## src/rtl/exe_div_unit_pkg.sv

```systemverilog
// exe_div_unit_pkg: shared width, ALU op codes and FSM state type for the EXE divider
package exe_div_unit_pkg;
  localparam int DIV_WIDTH = 32;
  localparam logic [3:0] OP_DIV = 4'hA;
  localparam logic [3:0] OP_DIVU = 4'hB;
  typedef enum logic [1:0] {DIV_IDLE, DIV_CALC, DIV_DONE} div_state_t;
endpackage

```

## src/rtl/exe_div_unit_step.sv

```systemverilog
// exe_div_unit_step: one restoring-division iteration (shift, compare, conditional subtract)
module exe_div_unit_step
  import exe_div_unit_pkg::*;
#(
  parameter int WIDTH = DIV_WIDTH
) (
  input  logic [WIDTH-1:0] rem,
  input  logic [WIDTH-1:0] dvd,
  input  logic [WIDTH-1:0] dvs,
  output logic [WIDTH-1:0] rem_n,
  output logic [WIDTH-1:0] dvd_n,
  output logic             qbit
);
  logic [WIDTH:0] sh;
  assign sh = {rem, dvd[WIDTH-1]};
  assign qbit = sh >= {1'b0, dvs};
  // rem < dvs keeps sh < 2*dvs, so the difference always fits in WIDTH bits
  assign rem_n = qbit ? sh[WIDTH-1:0] - dvs : sh[WIDTH-1:0];
  assign dvd_n = {dvd[WIDTH-2:0], 1'b0};
endmodule

```

## src/rtl/exe_div_unit.sv

```systemverilog
// exe_div_unit: multi-cycle signed/unsigned restoring divider that stalls ID/EXE until the result is ready
module exe_div_unit
  import exe_div_unit_pkg::*;
#(
  parameter int WIDTH = DIV_WIDTH
) (
  input  logic             clk,
  input  logic             rst,
  input  logic             EXE_DivStart,
  input  logic             EXE_DivSign,
  input  logic [WIDTH-1:0] EXE_BusA,
  input  logic [WIDTH-1:0] EXE_BusB,
  input  logic             EXE_Flush,
  output logic             EXE_DivBusy,
  output logic             Div_Done,
  output logic [WIDTH-1:0] Div_Quot,
  output logic [WIDTH-1:0] Div_Rem
);
  localparam int CNT_W = $clog2(WIDTH);
  div_state_t state, state_n;
  logic [CNT_W-1:0] cnt;
  logic [WIDTH-1:0] acc, dvd, dvs, quo, a_raw, acc_n, dvd_n, quo_n;
  logic q_neg, r_neg, dz, qbit, launch, last;
  exe_div_unit_step #(.WIDTH(WIDTH)) u_step (
    .rem  (acc),
    .dvd  (dvd),
    .dvs  (dvs),
    .rem_n(acc_n),
    .dvd_n(dvd_n),
    .qbit (qbit)
  );
  assign quo_n = {quo[WIDTH-2:0], qbit};
  assign launch = state == DIV_IDLE && EXE_DivStart && !EXE_Flush;
  assign last = state == DIV_CALC && cnt == CNT_W'(WIDTH - 1);
  assign EXE_DivBusy = launch || state == DIV_CALC;
  assign Div_Done = state == DIV_DONE && !EXE_Flush;
  always_comb begin
    state_n = EXE_Flush ? DIV_IDLE :
              launch    ? DIV_CALC :
              last      ? DIV_DONE :
              state == DIV_CALC ? DIV_CALC : DIV_IDLE;
  end
  always_ff @(posedge clk) begin
    if (rst) begin
      state    <= DIV_IDLE;
      cnt      <= '0;
      acc      <= '0;
      dvd      <= '0;
      dvs      <= '0;
      quo      <= '0;
      a_raw    <= '0;
      q_neg    <= 1'b0;
      r_neg    <= 1'b0;
      dz       <= 1'b0;
      Div_Quot <= '0;
      Div_Rem  <= '0;
    end else begin
      state <= state_n;
      if (launch) begin
        cnt   <= '0;
        acc   <= '0;
        quo   <= '0;
        dvd   <= EXE_DivSign && EXE_BusA[WIDTH-1] ? -EXE_BusA : EXE_BusA;
        dvs   <= EXE_DivSign && EXE_BusB[WIDTH-1] ? -EXE_BusB : EXE_BusB;
        a_raw <= EXE_BusA;
        dz    <= EXE_BusB == '0;
        q_neg <= EXE_DivSign && (EXE_BusA[WIDTH-1] ^ EXE_BusB[WIDTH-1]);
        r_neg <= EXE_DivSign && EXE_BusA[WIDTH-1];
      end else if (state == DIV_CALC) begin
        cnt <= cnt + 1'b1;
        acc <= acc_n;
        dvd <= dvd_n;
        quo <= quo_n;
        // divide-by-zero bypasses sign fixup so Q stays all ones and R is the raw dividend
        if (last && !EXE_Flush) begin
          Div_Quot <= dz ? '1 : q_neg ? -quo_n : quo_n;
          Div_Rem  <= dz ? a_raw : r_neg ? -acc_n : acc_n;
        end
      end
    end
  end
endmodule

```

## config.mk

```make
export PLATFORM = sky130hd
export DESIGN_NAME = exe_div_unit
export DESIGN_NICKNAME = d
export VERILOG_FILES = /design/src/rtl/exe_div_unit_pkg.sv /design/src/rtl/exe_div_unit_step.sv /design/src/rtl/exe_div_unit.sv
export SDC_FILE = /design/constraint.sdc
export NUM_CORES = 1
export LEC_CHECK = 0
export BUFFER_PORTS_ARGS = -buffer_cell sky130_fd_sc_hd__buf_2
export CAP_MARGIN = 30
export CORE_MARGIN = 3
export CORE_UTILIZATION = 40
export DETAILED_ROUTE_END_ITERATION = 6
export GPL_TIMING_DRIVEN = 0
export SLEW_MARGIN = 20
export SYNTH_ARGS = -nofsm -noshare
export SYNTH_HDL_FRONTEND = slang
export SYNTH_SLANG_ARGS = --single-unit
```

## constraint.sdc

```tcl
create_clock -name clk -period 7.85 [get_ports clk]
set_clock_uncertainty 0.2 [all_clocks]
set_input_delay 0.785 -clock clk [delete_from_list [all_inputs] [get_ports clk]]
set_output_delay 0.785 -clock clk [all_outputs]
set_load 0.1 [all_outputs]
```

After elaboration in Yosys (flattened, before gate mapping)
Index checks and enable logic that the tools add are counted.
{"block": "classes", "bitwise": 2, "order_cmp": 1, "n_addsub": 6, "mux": 12, "shifts": 0, "multipliers": 0, "n_reduce_logical": 17, "div_mod_pow": 0, "n_eq_ne": 3}
{"operator": "$mux W32", "count": 9}
{"operator": "$neg A32 Y32", "count": 4}
{"operator": "$ge A33 B32 Y1", "count": 1}
{"operator": "$logic_not A32 Y1", "count": 1}
{"operator": "$sub A32 B32 Y32", "count": 1}
{"operator": "$logic_and A1 B1 Y1", "count": 8}
{"operator": "$add A5 B1 Y5 const B", "count": 1}
{"operator": "$eq A5 B5 Y1 const B", "count": 1}
{"operator": "$reduce_or A2 Y1", "count": 2}
{"operator": "$reduce_and A3 Y1", "count": 1}
{"operator": "$reduce_or A3 Y1", "count": 1}
{"operator": "$eq A2 B1 Y1 const B", "count": 1}
{"operator": "$eq A2 B2 Y1 const B", "count": 1}
{"operator": "$logic_not A2 Y1", "count": 1}
{"operator": "$mux W1", "count": 2}
{"operator": "$mux W2", "count": 1}
{"operator": "$reduce_bool A2 Y1", "count": 1}
{"operator": "$logic_not A1 Y1", "count": 1}
{"operator": "$logic_or A1 B1 Y1", "count": 1}
{"operator": "$not A1 Y1", "count": 1}
{"operator": "$xor A1 B1 Y1", "count": 1}
{"block": "totals", "regBits": 233, "latch_bits": 0, "mem_bits_rw": 0, "word_cells": 54, "mem_count": 0, "mem_bits_ro": 0, "inputBits": 69, "out_inout_bits": 66}

Depth between registers and ports, before layout
Gate-level depths: netlist (run 1).
{"block": "depth", "depth_word": 5, "mapped_depth": 27}

Modules after synthesis
From an unflattened synthesis (run 1), not the netlist that was laid out.
{"block": "unflattened", "cells_unflattened": 1800, "hier_area_um2": 14018.4}
{"mod": "exe_div_unit", "seq_area_each_um2": 4664.5, "instances": 1, "area_each_um2": 11443.5, "cells_per_inst": 1444}
{"mod": "exe_div_unit_step", "seq_area_each_um2": 0.0, "instances": 1, "area_each_um2": 2575.0, "cells_per_inst": 356}

Least setup slack after synthesis (run 1)
OpenSTA, ideal clock, no wires.
{"block": "synth_path", "path_kind": "flip-flop to flip-flop", "startpoint": "reg dvs[30]", "endpoint": "reg Div_Quot[26]", "period_less_slack_ns": 5.476, "setup_slack_ns": 2.374, "stages_incl_launch_ff": 24, "t_arrival_ns": 5.191, "cell_sequence": "dfxtp_1 inv_1 ha_1 a21o_1 a211o_1 a41o_1 a221o_2 or2_1 buf_4 inv_2 buf_4 buf_2 buf_1 ha_1 nand2b_1 or2_2 or3_1 or2_2 nand2b_1 or4_1 nand2b_1 o41ai_1 xor2_1 a211oi_1"}
{"block": "synth_via", "elab_chain_cells": 4}
{"element": "from (decl)", "line_no": "exe_div_unit.sv:22", "rtl": "logic [WIDTH-1:0] acc, dvd, dvs, quo, a_raw, acc_n, dvd_n, quo_n;"}
{"element": "from (signal assigned)", "line_no": "exe_div_unit.sv:64", "rtl": "dvs <= EXE_DivSign && EXE_BusB[WIDTH-1] ? -EXE_BusB : EXE_BusB;"}
{"element": "$ge A33 B32 Y1", "line_no": "exe_div_unit_step.sv:16", "rtl": "assign qbit = sh >= {1'b0, dvs};"}
{"element": "$neg A32 Y32", "line_no": "exe_div_unit.sv:76", "rtl": "Div_Quot <= dz ? '1 : q_neg ? -quo_n : quo_n;"}
{"element": "$mux W32 (2 in series)", "line_no": "exe_div_unit.sv:76"}
{"element": "to (signal assigned)", "line_no": "exe_div_unit.sv:76"}
{"element": "to (decl)", "line_no": "exe_div_unit.sv:16", "rtl": "output logic [WIDTH-1:0] Div_Quot,"}
Every way passes these cells.
A chain may end at the register's enable or synchronous reset.

Worst setup path in the final report (run 1)
{"block": "layout_path", "startpoint": "reg acc[5]", "endpoint": "reg Div_Quot[26]"}
{"block": "layout_via", "elab_chain_cells": 4}
{"element": "from (decl)", "line_no": "exe_div_unit.sv:22"}
{"element": "from (signal assigned)", "line_no": "exe_div_unit.sv:71", "rtl": "acc <= acc_n;"}
{"element": "$ge A33 B32 Y1", "line_no": "exe_div_unit_step.sv:16"}
{"element": "$neg A32 Y32", "line_no": "exe_div_unit.sv:76"}
{"element": "$mux W32 (2 in series)", "line_no": "exe_div_unit.sv:76"}
Every way passes these cells.

==> results of run 1 <==
-- routing by layer --
| layer | track usage (%) | part of all wire [%] | vias up |
|---|---|---|---|
| li1 | - | - | 7073 |
| met4 | 6.330 | 2.6 | 2 |
| met1 | 35.80 | 45 | 6989 |
| met3 | 3.371 | 6.8 | 83 |
| met5 | 0 | 0.030 | - |
| met2 | 42.40 | 45 | 552 |
-- per-stage QoR --
step                      hold slack [ps]  std cells  utilization (%)  cell area, um2
after floorplan                     231.9       1895                -           14160
after global placement              243.3       2484            44.36           15400
after detailed placement            248.7       2484            44.36           15400
after CTS                           257.1       2532            46.93           16290
after global routing                275.2       2532            46.93           16290
final                               257.6       2532            46.93           16290
-- power breakdown --
part | switching, mW | internal (mW) | total, mW
registers | 0.0267 | 1.22 | 1.25
logic | 0.615 | 0.310 | 0.925
clock network | 0.513 | 0.765 | 1.28
total | 1.15 | 2.30 | 3.45
-- state kept, by name, indices dropped and copies added (netlist names), 2 cells and up --
register	count
acc	32
quo	31
dvd	32
state	2
Div_Quot	32
cnt	5
dvs	32
Div_Rem	32
a_raw	32
-- layout make-up --
type                       count  area, um2
timing repair buffer         134      670.6
clock buffer                  35      745.7
buffer                       130      541.8
tap                          455      569.3
fill                        3619      18420
multi-input combinational   1473       8730
sequential                   233       4664
inverter                      59      221.5
clock inverter                13      148.9
-- path summary, 6_finish.rpt --
check | from | to | slack [ps] | depth (start not counted)
min reg2reg | dvs[0] | dvs[0] | 260 | 2
max reg2reg | acc[5] | Div_Quot[26] | 910 | 23
min | dvs[0] | dvs[0] | 260 | 2
max | acc[5] | Div_Quot[26] | 910 | 23
-- tightest hold or removal path: cells and delay by family, from the launching register on --
family           cells  cell delay (ps)
flip-flops           1              310
AO/OA/AOI/OAI        1               50
AND/OR/NAND/NOR      1               50
-- cell families after synthesis --
kind of cell | after synthesis | synth area share [%]
compound gates | 511 | 24.42
xor+xnor | 118 | 7.300
fa+ha+maj | 39 | 3.500
buf+inv | 189 | 5.391
flops | 233 | 32.95
mux | 25 | 1.785
simple gates | 780 | 24.66
-- cells in the final DEF (no fill, tap or decap), types with 27 or more instances in the layout --
cell type,count
buf_2,149
dfxtp_1,233
o21ai_0,72
xor2_1,67
nor2_1,231
clkbuf_16,27
nor3_1,42
inv_1,56
a21oi_1,151
nand3_1,33
clkbuf_1,101
a211oi_1,83
a311oi_1,50
nand2_1,328
xnor2_1,51
ha_1,38
==> results list, run 1 <==
* Wirelength per Cell: 20.04 um
- Number of H-tree levels: 1
- Number of unique standard cell types used by synthesis: 82
* Most frequent CP cell: nand2b_1
- Via count of the first global-routing pass: 13.74k
- Slew of the pin with the lowest slew margin: 910.2 ps
* Min Tclk post-route: 6937 ps
- Final total power: 3.450 mW
* Clock slew seen by the registers of the worst setup and hold paths: 60 ps
- IO Count: 135
- Worst-path cell chain: ha_1 -> buf_2 -> a21oi_1 -> o21ai_1 -> a221oi_2 -> a211oi_2 -> or2_1 -> buf_4 -> inv_2 -> buf_4 -> buf_2 -> buf_1 -> ha_1 -> nand2b_1 -> or2_2 -> or3_1 -> or2_2 -> nand2b_1 -> or4_1 -> nand2b_1 -> o41ai_1 -> xor2_1 -> a211oi_1
- In the synthesized netlist, the number of instances is 1895.
- Yosys instantiated no cell more often than nand2_1.
* GRT overflow: 0
- Root buffer cell: clkbuf_16
- STA classifies the critical path endpoint as a flop.
- Setup CP Type: flop to flop
- Prior to clock tree synthesis, the placed netlist has a worst setup slack of 1108 ps.
- Broken down by cell family, the worst path's largest delay share belongs to simple AND/OR/NAND/NOR gates.
- Number of nets in the layout: 2166
- DR pass1 iterations: 5
- Counting along the longest clock path gives a buffer depth of 3.
* Number of antenna-violating nets in the routed design: 0
- In this run the horizontal extent of the chip is 194.1 um.
- In this run, CTS created clock tree buffers numbering 27.
- Yosys warnings: 0
- The detailed router finished its first iteration with 1290 violations.
- For this block, the routed nets add up to 50740 um of wire.
* Arrival time of the worst setup path: 7180 ps
- Overall Global Routing Usage: 25.72%
- Leading cell types by total area after synthesis: dfxtp_1 (33%), nand2_1 (8.7%), nor2_1 (6.1%)
- Largest net degree at the start of global routing: 14
- In this run the core area contains 68 standard-cell rows.
* Overall via count from detail_route: 14.70k
* Fraction of the cycle the final worst path needs: 88.38%
- On the worst path, the slowest cell contributes a delay of 560 ps.
* Top_reg_cell synth: dfxtp_1
* FF+latch count, synth: 233
- Drc violations: 0
- Total half-perimeter wirelength after legalization and detailed placement: 39380 um
- For this design, the sink count on the clock tree is 233.
* Post-synthesis sequential area ratio: 32.95%
- CP Max Fanout: 10
- In the synthesized netlist, the cells that appear most often are nand2_1 (328), dfxtp_1 (233), nor2_1 (231).
- The first global-routing pass estimated 78460 um of wire.
- In this run the worst hold path is classified as flop to flop.
- Post-Synthesis Net Count: 2003
* Core box area: 34710 um2
- Maximum resistive drop on vdd: 0.1490 mV
* Clock latency at the later pin of the worst-skew pair: 550 ps
- The post-route netlist has 11.22% of its cells at a drive strength greater than 1.
* Buffers plus inverters on the worst setup path: 6
- The average instance in the mapped netlist occupies 7.471 um2.
- Leak: 6.213 nW
* Leading area contributor after synthesis: dfxtp_1
- The number of pins exceeding their max-slew limit in the final report is 0.
- Critical path's slowest cell: buf_1
- Unrepaired setup endpoints after global routing: no
- Across the run, the number of max-cap violations was 0.
- Max Freq: 144.1 MHz
- Full die area: 37690 um2
* Max-Slew Margin vs Limit: 38.85%
- Of the post-synthesis cell area, the dominant cell type holds 32.95%.
* Final worst-path setup slack: 912.5 ps
- Antenna violations before repair: 1
- TritonCTS built the clock tree.
* Post-CTS Hold Fix Bufs: 0
- Setup violation total in the final timing report: 0
* Post-synthesis instance area: 14160 um2
- Number of synthesized flops with an enable pin: 0
* Ratio of routed vias to standard cells: 5.805
- Starting utilization of the core area: 40.78%
* Number of buffers inserted by post-CTS setup repair: 0
- The worst setup path is launched from a flop.
* Routability Congestion: 0.9827
- Crit path required time: 8090 ps
- After synthesis, the share of flip-flops with an asynchronous set or reset is 0%.
* IO buf count: 134
* Setup TNS after final layout: 0 ps
* Resize count post-CTS: 0
- Hold Violations, Final: 0
- The area growth from synthesis to layout is 15.08%.
- DIE HEIGHT: 194.1 um
- 0 antenna diodes ended up in the layout.
* Result of the run: finished, final reports clean
- Power per cell area: 211.8 nW/um2
No activity file was read; power rests on OpenSTA's default activity.
==> run 2, diff against run 1 <==
Settings changed: BUFFER_PORTS_ARGS -buffer_cell sky130_fd_sc_hd__buf_2 to not set, CTS_BUF_LIST set to sky130_fd_sc_hd__clkbuf_8, DONT_BUFFER_PORTS set to 1.
==> results list, run 2 (synthesized netlist as in run 1, its figures left out) <==
- Result of the run: finished, final reports clean
* Overall via count from detail_route: 14.33k (-2.5%)
- The maximum number of pins on one net before global-route repair was 13 (-1).
* Clock tree from TritonCTS: built
- The library cell used most frequently in the layout, excluding fill and tap cells, is nand2_1.
- Clock tree synthesis selected as its root buffer the cell clkbuf_8.
- The number of primary I/O pins came to 135 (unchanged).
* Max Freq: 147.3 MHz (+2.2%)
- Min-delay worst type: input port to flop
* Register-to-register setup slack: 1060 ps (+150 ps)
* Leak: 5.764 nW (-7.2%)
* Overall Global Routing Usage: 25.98% (+0.26 points)
- Leaving out fill and tap cells, the most frequent cells in the layout are nand2_1 (328), dfxtp_1 (233), nor2_1 (231).
* Via count of the first global-routing pass: 13.64k (-0.74%)
* Number of sinks on the clock net: 233 (unchanged)
* Global-route wire length before repair: 78620 um (+0.20%)
- The number of nets in the finished design was 2067 (-4.6%).
- Ratio of routed vias to standard cells: 5.867 (+1.1%)
* Drc violations: 0 (unchanged)
- Setup TNS after final layout: 0 ps (unchanged)
- Routability Congestion: 0.9484 (-3.5%)
- Compared with the post-synthesis result, the final layout area differs by 12.61%.
* IO buf count: 0 (-100%)
* Fraction of the cycle the final worst path needs: 86.51% (-1.9 points)
- Number of buffers on the longest clock path: 3 (unchanged)
- Critical path's slowest cell: buf_1
- The clock latency reported for the late side of the worst-skew pair came to 600 ps (+50 ps).
- Number of antenna-violating nets in the routed design: 0 (unchanged)
- Total wire length after detailed routing: 51160 um (+0.82%)
* Number of max-slew violations in the final report: 0 (unchanged)
- Total half-perimeter wirelength after legalization and detailed placement: 39330 um (-0.12%)
- The flip-flop and latch area came to 4664 um2 (unchanged).
* Endpoint type of the worst setup path: flop
- Antenna violations before repair: 0 (-1)
- The data required time of the critical path was 8150 ps (+60 ps).
- The total of fill cells in the finished design was 3576 (-1.2%).
* Post-CTS Hold Fix Bufs: 0 (unchanged)
- The arrival time at the worst endpoint came to 7090 ps (-90 ps).
- Resize count post-CTS: 0 (unchanged)
* Worst-path cell chain: ha_1 -> buf_2 -> a21oi_1 -> o21ai_1 -> a221oi_2 -> a211oi_2 -> or2_1 -> buf_4 -> inv_2 -> buf_4 -> buf_2 -> buf_1 -> ha_1 -> nand2b_1 -> or2_2 -> or3_1 -> or2_2 -> nand2b_1 -> or4_1 -> nand2b_1 -> o41ai_1 -> xor2_1 -> a211oi_1
- Setup CP Type: flop to flop
* Starting DRT DRC Count: 1399 (+8.4%)
- Diode count: 0 (unchanged)
- Core box area: 34710 um2 (unchanged)
- The detailed-route wire length per cell came to 20.95 um (+4.5%).
* Number of buffers inserted by post-CTS setup repair: 0 (unchanged)
- The transition time at the pin with the least slew margin is 1044 ps (+134.0 ps).
* Share of post-route cells with drive strength above 1: 6.442% (-4.8 points)
- The largest fanout of any net on the critical path was 10 (unchanged).
- DR pass1 iterations: 6 (+1)
- The relative max-transition margin came to 30.29% (-8.6 points).
- The footprint of the multi-input gates came to 8735 um2 (about the same).
* Biggest cell delay along the critical path: 580 ps (+20 ps)
- The initial core utilization was 40.78% (unchanged).
- The level count of the clock H-tree was 2 (+1).
* Setup violation total in the final timing report: 0 (unchanged)
* Maximum resistive drop on vdd: 0.1229 mV (-18%)
- Min Tclk post-route: 6791 ps (-146.7 ps)
* DIE HEIGHT: 194.1 um (unchanged)
- The power density over the cells came to 210.4 nW/um2 (-0.65%).
* Most frequent CP cell: nand2b_1
- Clock slew seen by the registers of the worst setup and hold paths: 60 ps (about the same)
- Unrepaired setup endpoints after global routing: no
- The number of maximum-capacitance constraint violations came to 0 (unchanged).
- The global route total overflow is 0 (unchanged).
- The number of hold violations in the final report is 0 (unchanged).
- Full die area: 37690 um2 (unchanged)
* # rows: 68 (unchanged)
* Worst-case hold slack: 73.48 ps (-184.1 ps)
- Kind of start point of the critical path: flop
* Die width: 194.1 um (unchanged)
- The number of buffers added by the clock tree synthesis step was 42 (+56%).
==> run 2: cell count changes in the layout (fill, tap and decap cells not counted), sizes merged <==
cell	before	now
buf	166	48
clkbuf	133	151
inv	58	69
clkinvlp	2	1
==> run 2: final cells by class <==
cell class	instances	share of cell area [%]
well taps	455	3.571
clock inverters	23	1.256
plain buffers	130	3.398
multi-input cells	1473	54.79
repair buffers	20	2.111
flip-flops and latches	233	29.26
inverters	59	1.389
clock buffers	49	4.230
==> run 2: worst paths after layout <==
path / cells after the start / from / to
worst max register to register: 23 / acc[5] / Div_Quot[26]
worst min-delay path: 1 / EXE_Flush / state[0]
worst min register to register: 2 / dvs[21] / dvs[21]
worst max-delay path: 23 / acc[5] / Div_Quot[26]
==> run 2: power breakdown <==
group	internal, mW	switching [mW]	leakage (nW)
Sequential	1.22	0.0271	1.89
Clock	0.671	0.547	0.490
Combinational	0.298	0.589	3.38
==> run 2: worst max-delay path: cells and delay by family (launching register included) <==
kind	cells	cell delay [ps]
AND/OR/NAND/NOR	8	2210
AO/OA/AOI/OAI	6	1780
buffers and inverters	6	1430
adder cells (fa/ha/maj)	2	550
flip-flops	1	430
XOR/XNOR	1	130
==> run 2: stage by stage <==
step	power, mW	setup slack, ps	utilization (%)	std cells	cell area [um2]
global route	3.498	693.3	45.93	2442	15940
global placement	2.131	1141	42.42	2350	14730
detailed placement	2.138	1173	43.21	2364	15000
floorplan	1.893	2374	-	1895	14160
finish	3.354	1059	45.93	2442	15940
CTS	3.346	1163	45.73	2436	15870
==> run 2: layer usage <==
metal  vias to the layer above  part of all wire, %  routed length [um]  global-route usage [%]
met3                        83                  8.7                4471                   5.995
met5                         -                    0                   0                       0
met1                      6810                   44               22310                   34.92
li1                       6878                    -                   -                       -
met2                       555                   45               23010                   41.54
met4                         0                  2.7                1360                   8.138
